`src/rtl/simon_enc_core.sv`:
```
// rtl/simon_enc_core.sv - iterative SIMON 64/128 and 128/128 block datapath, one round per clock
// Optional decrypt path (i_dir port, reversed key order, half swaps) enabled by `define SIMON_DEC_EN
module simon_enc_core #(
  parameter int SIMON_MAX_ROUNDS     = 68,
  parameter int SIMON_MAX_WORD_WIDTH = 64
) (
  input  logic                            i_ck,
  input  logic                            i_nrst,
  input  logic                            i_mode,
`ifdef SIMON_DEC_EN
  input  logic                            i_dir,
`endif
  input  logic                            i_kexp_valid,
  output logic [6:0]                      o_rk_addr,
  input  logic [SIMON_MAX_WORD_WIDTH-1:0] i_rk_word,
  input  logic [127:0]                    i_din,
  input  logic                            i_din_valid,
  output logic                            o_din_ready,
  output logic [127:0]                    o_dout,
  output logic                            o_dout_valid,
  input  logic                            i_dout_ready,
  output logic                            o_busy
);

  // Last round index per mode: 44 rounds for 64/128, full key array depth for 128/128
  localparam logic [6:0] LAST_64  = 7'd43;
  localparam logic [6:0] LAST_128 = 7'(SIMON_MAX_ROUNDS - 1);

  typedef enum logic [1:0] {
    S_IDLE = 2'd0,
    S_RUN  = 2'd1,
    S_DONE = 2'd2
  } state_t;

  state_t      r_state;
  state_t      w_state_nxt;
  logic [63:0] r_x;
  logic [63:0] r_y;
  logic [6:0]  r_rc;
  logic        r_mode;

  logic [6:0]  w_last_idx;
  logic        w_last_round;
  logic        w_accept;
  logic [6:0]  w_rk_idx;
  logic [63:0] w_din_x;
  logic [63:0] w_din_y;
  logic [63:0] w_load_x;
  logic [63:0] w_load_y;
  logic [63:0] w_x_nxt;
  logic [63:0] w_done_x;
  logic [63:0] w_done_y;

  // SIMON round function at 32-bit word width
  function automatic logic [31:0] simon_f32(input logic [31:0] v);
    return ({v[30:0], v[31]} & {v[23:0], v[31:24]}) ^ {v[29:0], v[31:30]};
  endfunction

  // SIMON round function at 64-bit word width
  function automatic logic [63:0] simon_f64(input logic [63:0] v);
    return ({v[62:0], v[63]} & {v[55:0], v[63:56]}) ^ {v[61:0], v[63:62]};
  endfunction

  assign w_last_idx   = r_mode ? LAST_128 : LAST_64;
  assign w_last_round = (r_rc == w_last_idx);
  assign w_accept     = (r_state == S_IDLE) && i_kexp_valid && i_din_valid;

  // Block unpacking; the 64/128 upper halves are held at zero from the load onward
  assign w_din_x = i_mode ? i_din[127:64] : {32'b0, i_din[63:32]};
  assign w_din_y = i_mode ? i_din[63:0]   : {32'b0, i_din[31:0]};

  // One round on the current state; the key word is truncated to the active width
  assign w_x_nxt = r_mode ? (r_y ^ simon_f64(r_x) ^ i_rk_word[63:0])
                          : {32'b0, r_y[31:0] ^ simon_f32(r_x[31:0]) ^ i_rk_word[31:0]};

`ifdef SIMON_DEC_EN
  logic r_dir;

  // Decryption reuses the encrypt round: swap halves in, walk keys backwards, swap halves out
  assign w_load_x = i_dir ? w_din_y : w_din_x;
  assign w_load_y = i_dir ? w_din_x : w_din_y;
  assign w_rk_idx = r_dir ? (w_last_idx - r_rc) : r_rc;
  assign w_done_x = r_dir ? r_x : w_x_nxt;
  assign w_done_y = r_dir ? w_x_nxt : r_x;

  // Direction is captured with the block so it stays fixed for the whole transaction
  always_ff @(posedge i_ck) begin
    if (!i_nrst) begin
      r_dir <= 1'b0;
    end else if (w_accept) begin
      r_dir <= i_dir;
    end
  end
`else
  assign w_load_x = w_din_x;
  assign w_load_y = w_din_y;
  assign w_rk_idx = r_rc;
  assign w_done_x = w_x_nxt;
  assign w_done_y = r_x;
`endif

  // State register
  always_ff @(posedge i_ck) begin
    if (!i_nrst) begin
      r_state <= S_IDLE;
    end else begin
      r_state <= w_state_nxt;
    end
  end

  // Next-state logic
  always_comb begin
    w_state_nxt = r_state;
    case (r_state)
      S_IDLE:  if (w_accept)     w_state_nxt = S_RUN;
      S_RUN:   if (w_last_round) w_state_nxt = S_DONE;
      S_DONE:  if (i_dout_ready) w_state_nxt = S_IDLE;
      default:                   w_state_nxt = S_IDLE;
    endcase
  end

  // Handshake and status outputs decoded from the state register
  always_comb begin
    o_din_ready  = (r_state == S_IDLE) && i_kexp_valid;
    o_dout_valid = (r_state == S_DONE);
    o_busy       = (r_state == S_RUN);
    o_rk_addr    = (r_state == S_RUN) ? w_rk_idx : 7'd0;
  end

  // Datapath: load on acceptance, one round per RUN cycle, hold through DONE
  always_ff @(posedge i_ck) begin
    if (!i_nrst) begin
      r_x    <= 64'd0;
      r_y    <= 64'd0;
      r_rc   <= 7'd0;
      r_mode <= 1'b0;
    end else begin
      case (r_state)
        S_IDLE: begin
          if (w_accept) begin
            r_mode <= i_mode;
            r_x    <= w_load_x;
            r_y    <= w_load_y;
            r_rc   <= 7'd0;
          end
        end
        S_RUN: begin
          if (w_last_round) begin
            r_x <= w_done_x;
            r_y <= w_done_y;
          end else begin
            r_x  <= w_x_nxt;
            r_y  <= r_x;
            r_rc <= r_rc + 7'd1;
          end
        end
        S_DONE: begin
          if (i_dout_ready) begin
            r_rc <= 7'd0;
          end
        end
        default: begin
          r_rc <= 7'd0;
        end
      endcase
    end
  end

  // Result packing mirrors the input packing; upper 64 bits are zero in 64/128 mode
  assign o_dout = r_mode ? {r_x, r_y} : {64'd0, r_x[31:0], r_y[31:0]};

endmodule
```
`config.mk`:
```
export PLATFORM = sky130hd
export DESIGN_NAME = simon_enc_core
export DESIGN_NICKNAME = d
export VERILOG_FILES = /design/src/rtl/simon_enc_core.sv
export SDC_FILE = /design/constraint.sdc
export NUM_CORES = 1
export LEC_CHECK = 0
export CAP_MARGIN = 30
export CORE_MARGIN = 2
export CORE_UTILIZATION = 33
export DETAILED_ROUTE_END_ITERATION = 16
export GPL_ROUTABILITY_DRIVEN = 0
export PLACE_DENSITY_LB_ADDON = 0.2
export SLEW_MARGIN = 25
export SYNTH_ARGS = -nofsm -noshare
export SYNTH_HDL_FRONTEND = slang
export SYNTH_SLANG_ARGS = --single-unit
```
`constraint.sdc`:
```
create_clock -name i_ck -period 3.39 [get_ports i_ck]
set_input_delay 0.678 -clock i_ck [delete_from_list [all_inputs] [get_ports i_ck]]
set_output_delay 0.678 -clock i_ck [all_outputs]
set_load 0.05 [all_outputs]
```
-- Word-level counts from Yosys, hierarchy flattened
Cells that the tools add are included.
- bits of input ports: 198
- register bits after elaboration: 138
- output and inout bits: 138
- reductions and logical operators: 8
- mux-type cells: 18
- add/subtract/negate cells: 1
- equal/unequal tests: 7
- bitwise gates (word level): 8
- operators by type and width (cell ; number):
    $mux W64 ; 5
    $pmux W64 S2 ; 2
    $xor A64 B64 Y64 ; 3
    $mux W128 ; 1
    $xor A32 B32 Y32 ; 3
    $and A64 B64 Y64 ; 1
    $mux W7 ; 5
    $and A32 B32 Y32 ; 1
    $pmux W7 S3 ; 1
    $add A7 B1 Y7 const B ; 1
    $eq A7 B7 Y1 ; 1
    $mux W2 ; 3
    $pmux W2 S3 ; 1
    $reduce_and A3 Y1 ; 2
    $ne A2 B1 Y1 const B ; 2
    $ne A2 B2 Y1 const B ; 2
    $reduce_and A2 Y1 ; 2
    $eq A2 B1 Y1 const B ; 1
    $eq A2 B2 Y1 const B ; 1
    $logic_and A1 B1 Y1 ; 2
    $logic_not A2 Y1 ; 1
    $reduce_bool A2 Y1 ; 1

-- Logic depth before layout (Yosys ltp)
Gate-level depths: netlist of the first run.
- word-level depth: 6
- gate-level depth with buffers: 8
- mapped depth without buffers: 5

-- Worst setup path after synthesis of the first run
Ideal clock, no wire load.
- path type: input port to output port
- start: input i_kexp_valid
- end: output o_din_ready
- setup slack: 0.888 ns
- stages on the path: 1
- buffers on the path: 0
- arrival: 1.824 ns
- data required time: 2.712 ns
- cells stage by stage: nor3b_1
- longest elaborated chain between the ends: 1
- ends and longest elaborated chain (element ; RTL line ; source):
    start: declaration ; 13 ; input logic i_kexp_valid,
    $logic_and A1 B1 Y1 ; 124 ; o_din_ready = (r_state == S_IDLE) && i_kexp_valid;
    end: declaration ; 18 ; output logic o_din_ready,
No other way between the ends.

-- Worst setup path after layout of the first run
- start: register r_mode
- end: output o_dout[127]
- longest elaborated chain between the ends: 1
- ends and longest elaborated chain (element ; RTL line ; source):
    start: declaration ; 40 ; logic r_mode;
    start signal: assignment ; 141 ; r_mode <= i_mode;
    $mux W128 ; 170 ; assign o_dout = r_mode ? {r_x, r_y} : {64'd0, r_x[31:0], r_y[31:0]};
    end: declaration ; 19 ; output logic [127:0] o_dout,
No other way between the ends.

==> flow_summary.json, run 1 <==
{
  "worstPathMaxFanout": 57,
  "synth.distinct_cells": 51,
  "hold_depth": 2,
  "numCtsBuffers": 17,
  "hpwl_mm": 32.5,
  "netlist_area_um2": 9780,
  "start_kind": "flop",
  "cts_max_path_buffers": 2,
  "fin_crit_sh": 0.930,
  "hold_slack_ns": 0.508,
  "worst_pin_slew_ns": 0.886,
  "cts_tree": "built",
  "synth.most_common_cell": "nand2_1",
  "drc": 0,
  "drive_above_1_share": 0.101,
  "first_pass_iters": 6,
  "die_h_um": 176,
  "core_um2": 29400,
  "dieArea_um2": 31000,
  "ant_nets": 0,
  "synth_common_cells": "nand2_1 (218), dfxtp_1 (138), and2_1 (74)",
  "fin_area_um2": 13900,
  "r2r_cells": 6,
  "die_w_um": 176,
  "synth-seq-cells": 138,
  "worstPathArrival_ns": 2.48,
  "status": "finished clean",
  "final-setup-viol-count": 0,
  "grt_pass1_wl_mm": 61.3,
  "portBuffers": 335,
  "worst_setup_path_end_kind": "output pin",
  "ios": 336,
  "post-route-min-period_ns": 3.15,
  "worst_skew_pair.late_latency_ns": 0.42,
  "htreeDepth": 4,
  "rows": 63,
  "crit_type": "flop to output pin",
  "grt-ovfl-total": 0,
  "rsz0062_at_grt": "no",
  "maxCapViolCount": 0,
  "cts_hold_buf": 0,
  "clk_pin_slew_ns": 0.06,
  "clock-sinks": 138,
  "track_usage": 0.270,
  "finalHoldViolCount": 0,
  "detail_route.wl_per_cell_um": 24.0,
  "ys_warn_count": 0,
  "synth_top_cell_by_area": "dfxtp_1",
  "vias_per_cell": 5.35,
  "drt_wl_total_mm": 42.9,
  "grt_start_max_net_pins": 82,
  "synthCells": 1107,
  "fin_skew_ns": 0.00991,
  "maxSlewViolCount": 0,
  "slew_headroom": 0.410,
  "cts-resized-gates": 0,
  "powerDensity_nw_per_um2": 424,
  "drt_iter0_drc": 819,
  "synth.top_cells.by_area": "dfxtp_1 (28%), xnor3_1 (13%), nand2_1 (8.4%), xor2_1 (5.1%), and2_1 (4.7%)",
  "synthesis.nets": 1306,
  "post_dp_cell_area_um2": 13300,
  "syn_avg_cell_area_um2": 8.83,
  "synth_edf_count": 0,
  "nNetsFinal": 1576,
  "postCtsSetupBuffers": 0,
  "tns_ns": 0,
  "p_leak_uw": 0.00592,
  "area_growth_pct": 41.8,
  "yosysTopAreaCellShare": 0.283,
  "required_ns": 2.71,
  "fmax_mhz": 317,
  "seq_area_frac_synth": 0.283,
  "synthFlopType": "dfxtp_1",
  "min_path_type": "flop to flop",
  "first_global_vias": 9384,
  "synthArstFlopShare": 0,
  "antenna_found_initial": 12,
  "irDropWorstVdd_mv": 0.306,
  "start_util": 0.333,
  "final_util": 0.472,
  "clockRootBuffer": "clkbuf_16",
  "vias": 9538
}
[stage by stage]
| stage | setup slack [ns] | power (µW) | std cells |
|---|---|---|---|
| floorplan | 0.888 | 3210 | 1107 |
| global placement | 0.572 | 3990 | 1748 |
| detailed placement | 0.505 | 4000 | 1748 |
| CTS | 0.218 | 5910 | 1777 |
| global route | 0.129 | 6100 | 1784 |
| finish | 0.237 | 5880 | 1784 |
[registers in the layout, indices dropped and copies added, names as in the netlist]
signal	cells
r_rc	7
r_x	64
r_state	2
r_mode	1
r_y	64
[worst paths after layout]
check                              endpoint  slack [ns]        from
worst max-delay path            o_dout[127]        0.24      r_mode
worst min-delay path                r_y[58]        0.51     r_x[58]
worst max register to register      r_y[45]        0.88  r_state[1]
worst min register to register      r_y[58]        0.51     r_x[58]
[report_power, final]
group | switching (µW) | internal, µW
registers | 262 | 1760
clock network | 756 | 1140
logic | 1040 | 920
total | 2060 | 3820
[cell type report]
class	count	area, µm²
Multi-Input combinational cell	846	6340
Tap cell	390	488
Clock inverter	12	154
Timing Repair Buffer	371	3660
Fill cell	2789	15500
Inverter	3	16.3
Sequential cell	138	2770
Antenna cell	7	17.5
Clock buffer	17	425
[critical path, stage by stage, from the launching register on]
cell and delay [ns]:
dfxtp_4 0.63, buf_12 0.28, and2_1 0.26, clkdlybuf4s50_1 0.84
[placed cells by master, fill, tap and decap left out, types with 3 or more instances in the layout]
| master | count |
|---|---|
| diode_2 | 7 |
| clkinv_4 | 3 |
| or3_1 | 3 |
| a311oi_1 | 32 |
| clkinvlp_4 | 3 |
| mux2i_1 | 32 |
| nor2b_1 | 7 |
| buf_12 | 5 |
| xnor3_1 | 56 |
| xor2_1 | 57 |
| a21o_1 | 6 |
| and2_1 | 73 |
| clkbuf_16 | 17 |
| buf_4 | 39 |
| xnor2_1 | 21 |
| clkdlybuf4s50_1 | 326 |
| a22oi_1 | 33 |
| a221oi_2 | 30 |
| o21ai_0 | 12 |
| o211ai_1 | 33 |
| clkinv_2 | 3 |
| mux2_2 | 26 |
| a21oi_1 | 67 |
| nor2_1 | 66 |
| dfxtp_1 | 137 |
| nor3_1 | 35 |
| nand2_1 | 218 |
| o211a_1 | 6 |
| bufinv_16 | 3 |
[cells by family after synthesis]
| logic type | Yosys count | share of synthesized area |
|---|---|---|
| AO/OA/AOI/OAI | 233 | 0.189 |
| XOR/XNOR | 134 | 0.199 |
| adder cells (fa/ha/maj) | 1 | 0.00128 |
| buffers and inverters | 123 | 0.0712 |
| flip-flops | 138 | 0.283 |
| multiplexers | 58 | 0.0627 |
| AND/OR/NAND/NOR | 420 | 0.195 |
[layer usage]
layer  global-route usage  routed length, µm  up-vias
met3               0.0560               3360       87
met1                0.352              18100     4597
li1                     -                  -     4420
met2                0.426              19600      426
met4                0.133               1800        8
met5                    0                 46        -
Note: power is estimated with default switching activity, not from simulation.
==> run 2, diff against run 1 <==
--- a/config.mk
+++ b/config.mk
@@ -7,7 +7,7 @@
 export LEC_CHECK = 0
 export CAP_MARGIN = 30
 export CORE_MARGIN = 2
-export CORE_UTILIZATION = 33
+export CORE_UTILIZATION = 50
 export DETAILED_ROUTE_END_ITERATION = 16
 export GPL_ROUTABILITY_DRIVEN = 0
 export PLACE_DENSITY_LB_ADDON = 0.2
==> run 2 against run 1 <==
Fmax is 3.6% lower. Wire length is 10% lower. Count of clock-buffer cells in the layout is 2 higher. Power is 5.1% lower. Die area is 33% lower. Non-clock buffer count is 6 lower. Cell count is 7.7% lower. Combinational power is 3% lower. Register-to-register slack better by 0.16 ns. First-iteration DRC count is 1.7% higher. Critical endpoint is now o_dout[124]. Worst setup slack worse by 0.12 ns. Hold slack worse by 0.0052 ns.
==> flow_summary.json, run 2 (synthesis results as in run 1) <==
{
  "rows": 51,
  "clk_pin_slew_ns": 0.06,
  "tns_ns": 0,
  "status": "finished clean",
  "finalHoldViolCount": 0,
  "fmax_mhz": 306,
  "cts_max_path_buffers": 2,
  "hold_depth": 2,
  "grt_pass1_wl_mm": 55.9,
  "drc": 0,
  "clockRootBuffer": "clkbuf_16",
  "slew_headroom": 0.399,
  "grt-ovfl-total": 0,
  "cts_hold_buf": 0,
  "worst_pin_slew_ns": 0.901,
  "crit_type": "flop to output pin",
  "track_usage": 0.364,
  "numCtsBuffers": 17,
  "worst_setup_path_end_kind": "output pin",
  "min_path_type": "flop to flop",
  "core_um2": 19300,
  "reg2reg_from": "r_mode",
  "fin_skew_ns": 0.00638,
  "r2r_end": "r_x[45]",
  "r2r_cells": 5,
  "nNetsFinal": 1570,
  "post_dp_cell_area_um2": 13100,
  "drive_above_1_share": 0.0955,
  "antenna_found_initial": 1,
  "required_ns": 2.71,
  "reg2reg_slack_ns": 1.04,
  "detail_route.wl_per_cell_um": 23.4,
  "worstPathArrival_ns": 2.59,
  "final_util": 0.701,
  "fillers": 1568,
  "placement.setup.worst_slack_ns": 0.491,
  "grt_start_max_net_pins": 83,
  "first_pass_iters": 5,
  "irDropWorstVdd_mv": 0.332,
  "start_util": 0.506,
  "worst_skew_pair.late_latency_ns": 0.43,
  "maxSlewViolCount": 0,
  "final_cell_mix": "clkdlybuf4s50_1 (327), nand2_1 (218), dfxtp_1 (137)",
  "maxCapViolCount": 0,
  "first_global_vias": 9256,
  "drt_iter0_drc": 833,
  "vias": 9780,
  "die_w_um": 144,
  "place_inst": 1617,
  "fin_cells": 1647,
  "start_kind": "flop",
  "largestRegisters": "r_x: 64 flops, r_y: 64 flops, r_rc: 7 flops",
  "dieArea_um2": 20700,
  "ios": 336,
  "cts_tree": "built",
  "worstPathMaxFanout": 57,
  "htreeDepth": 4,
  "vias_per_cell": 5.94,
  "whs_endpoint": "r_y[21]",
  "drt_wl_total_mm": 38.5,
  "rsz0062_at_grt": "no",
  "die_h_um": 144,
  "setup_ws_ns": 0.120,
  "postCtsSetupBuffers": 0,
  "clock-sinks": 138,
  "area_growth_pct": 38.7,
  "antenna_cells": 0,
  "final-setup-viol-count": 0,
  "fin_area_um2": 13600,
  "p_leak_uw": 0.00586,
  "powerDensity_nw_per_um2": 411,
  "fin_crit_sh": 0.965,
  "post-route-min-period_ns": 3.27,
  "hp-start": "r_y[21]",
  "cts-resized-gates": 0,
  "final_common_cell": "clkdlybuf4s50_1",
  "hpwl_mm": 28.5,
  "portBuffers": 335,
  "ant_nets": 0
}
run 2: where the power goes:
part | internal [µW] | total, µW | switching (µW)
sequential | 1760 | 2030 | 267
combinational | 912 | 1910 | 1000
clock | 911 | 1640 | 727
run 2: metrics by stage:
step / hold WS [ns] / power, µW
after detailed placement: 0.493 / 3940
after global placement: 0.485 / 3910
after global routing: 0.519 / 5750
after CTS: 0.505 / 5560
after floorplan: 0.467 / 3210
final: 0.503 / 5580
run 2: how the worst max path moves through the flow:
stage                             from     endpoint  cells after the start
after floorplan           i_kexp_valid  o_din_ready                      1
after global placement    i_kexp_valid  o_din_ready                      3
after global routing            r_mode  o_dout[124]                      3
final                           r_mode  o_dout[124]                      3
after CTS                       r_mode  o_dout[124]                      3
after detailed placement  i_kexp_valid  o_din_ready                      3
run 2: layout make-up:
| class | count | area, µm² | share of cell area |
|---|---|---|---|
| Clock buffer | 19 | 433 | 0.0319 |
| Clock inverter | 11 | 58.8 | 0.00434 |
| Inverter | 3 | 16.3 | 0.00120 |
| Multi-Input combinational cell | 846 | 6340 | 0.467 |
| Sequential cell | 138 | 2770 | 0.204 |
| Tap cell | 265 | 332 | 0.0244 |
| Timing Repair Buffer | 365 | 3620 | 0.267 |
run 2: worst max-delay path: stages (launching register included):
cell and delay [ns]:
dfxtp_4 0.73, buf_4 0.33, and2_1 0.26, clkdlybuf4s50_1 0.85
run 2: per-layer routing:
metal / GRT usage / vias to the layer above / part of all wire / routed length [µm]
met4: 0.201 / 0 / 0.058 / 2230
met3: 0.0703 / 116 / 0.095 / 3660
met1: 0.466 / 4665 / 0.39 / 15200
met2: 0.580 / 598 / 0.45 / 17500
met5: 0 / - / 0 / 0
li1: - / 4401 / - / -
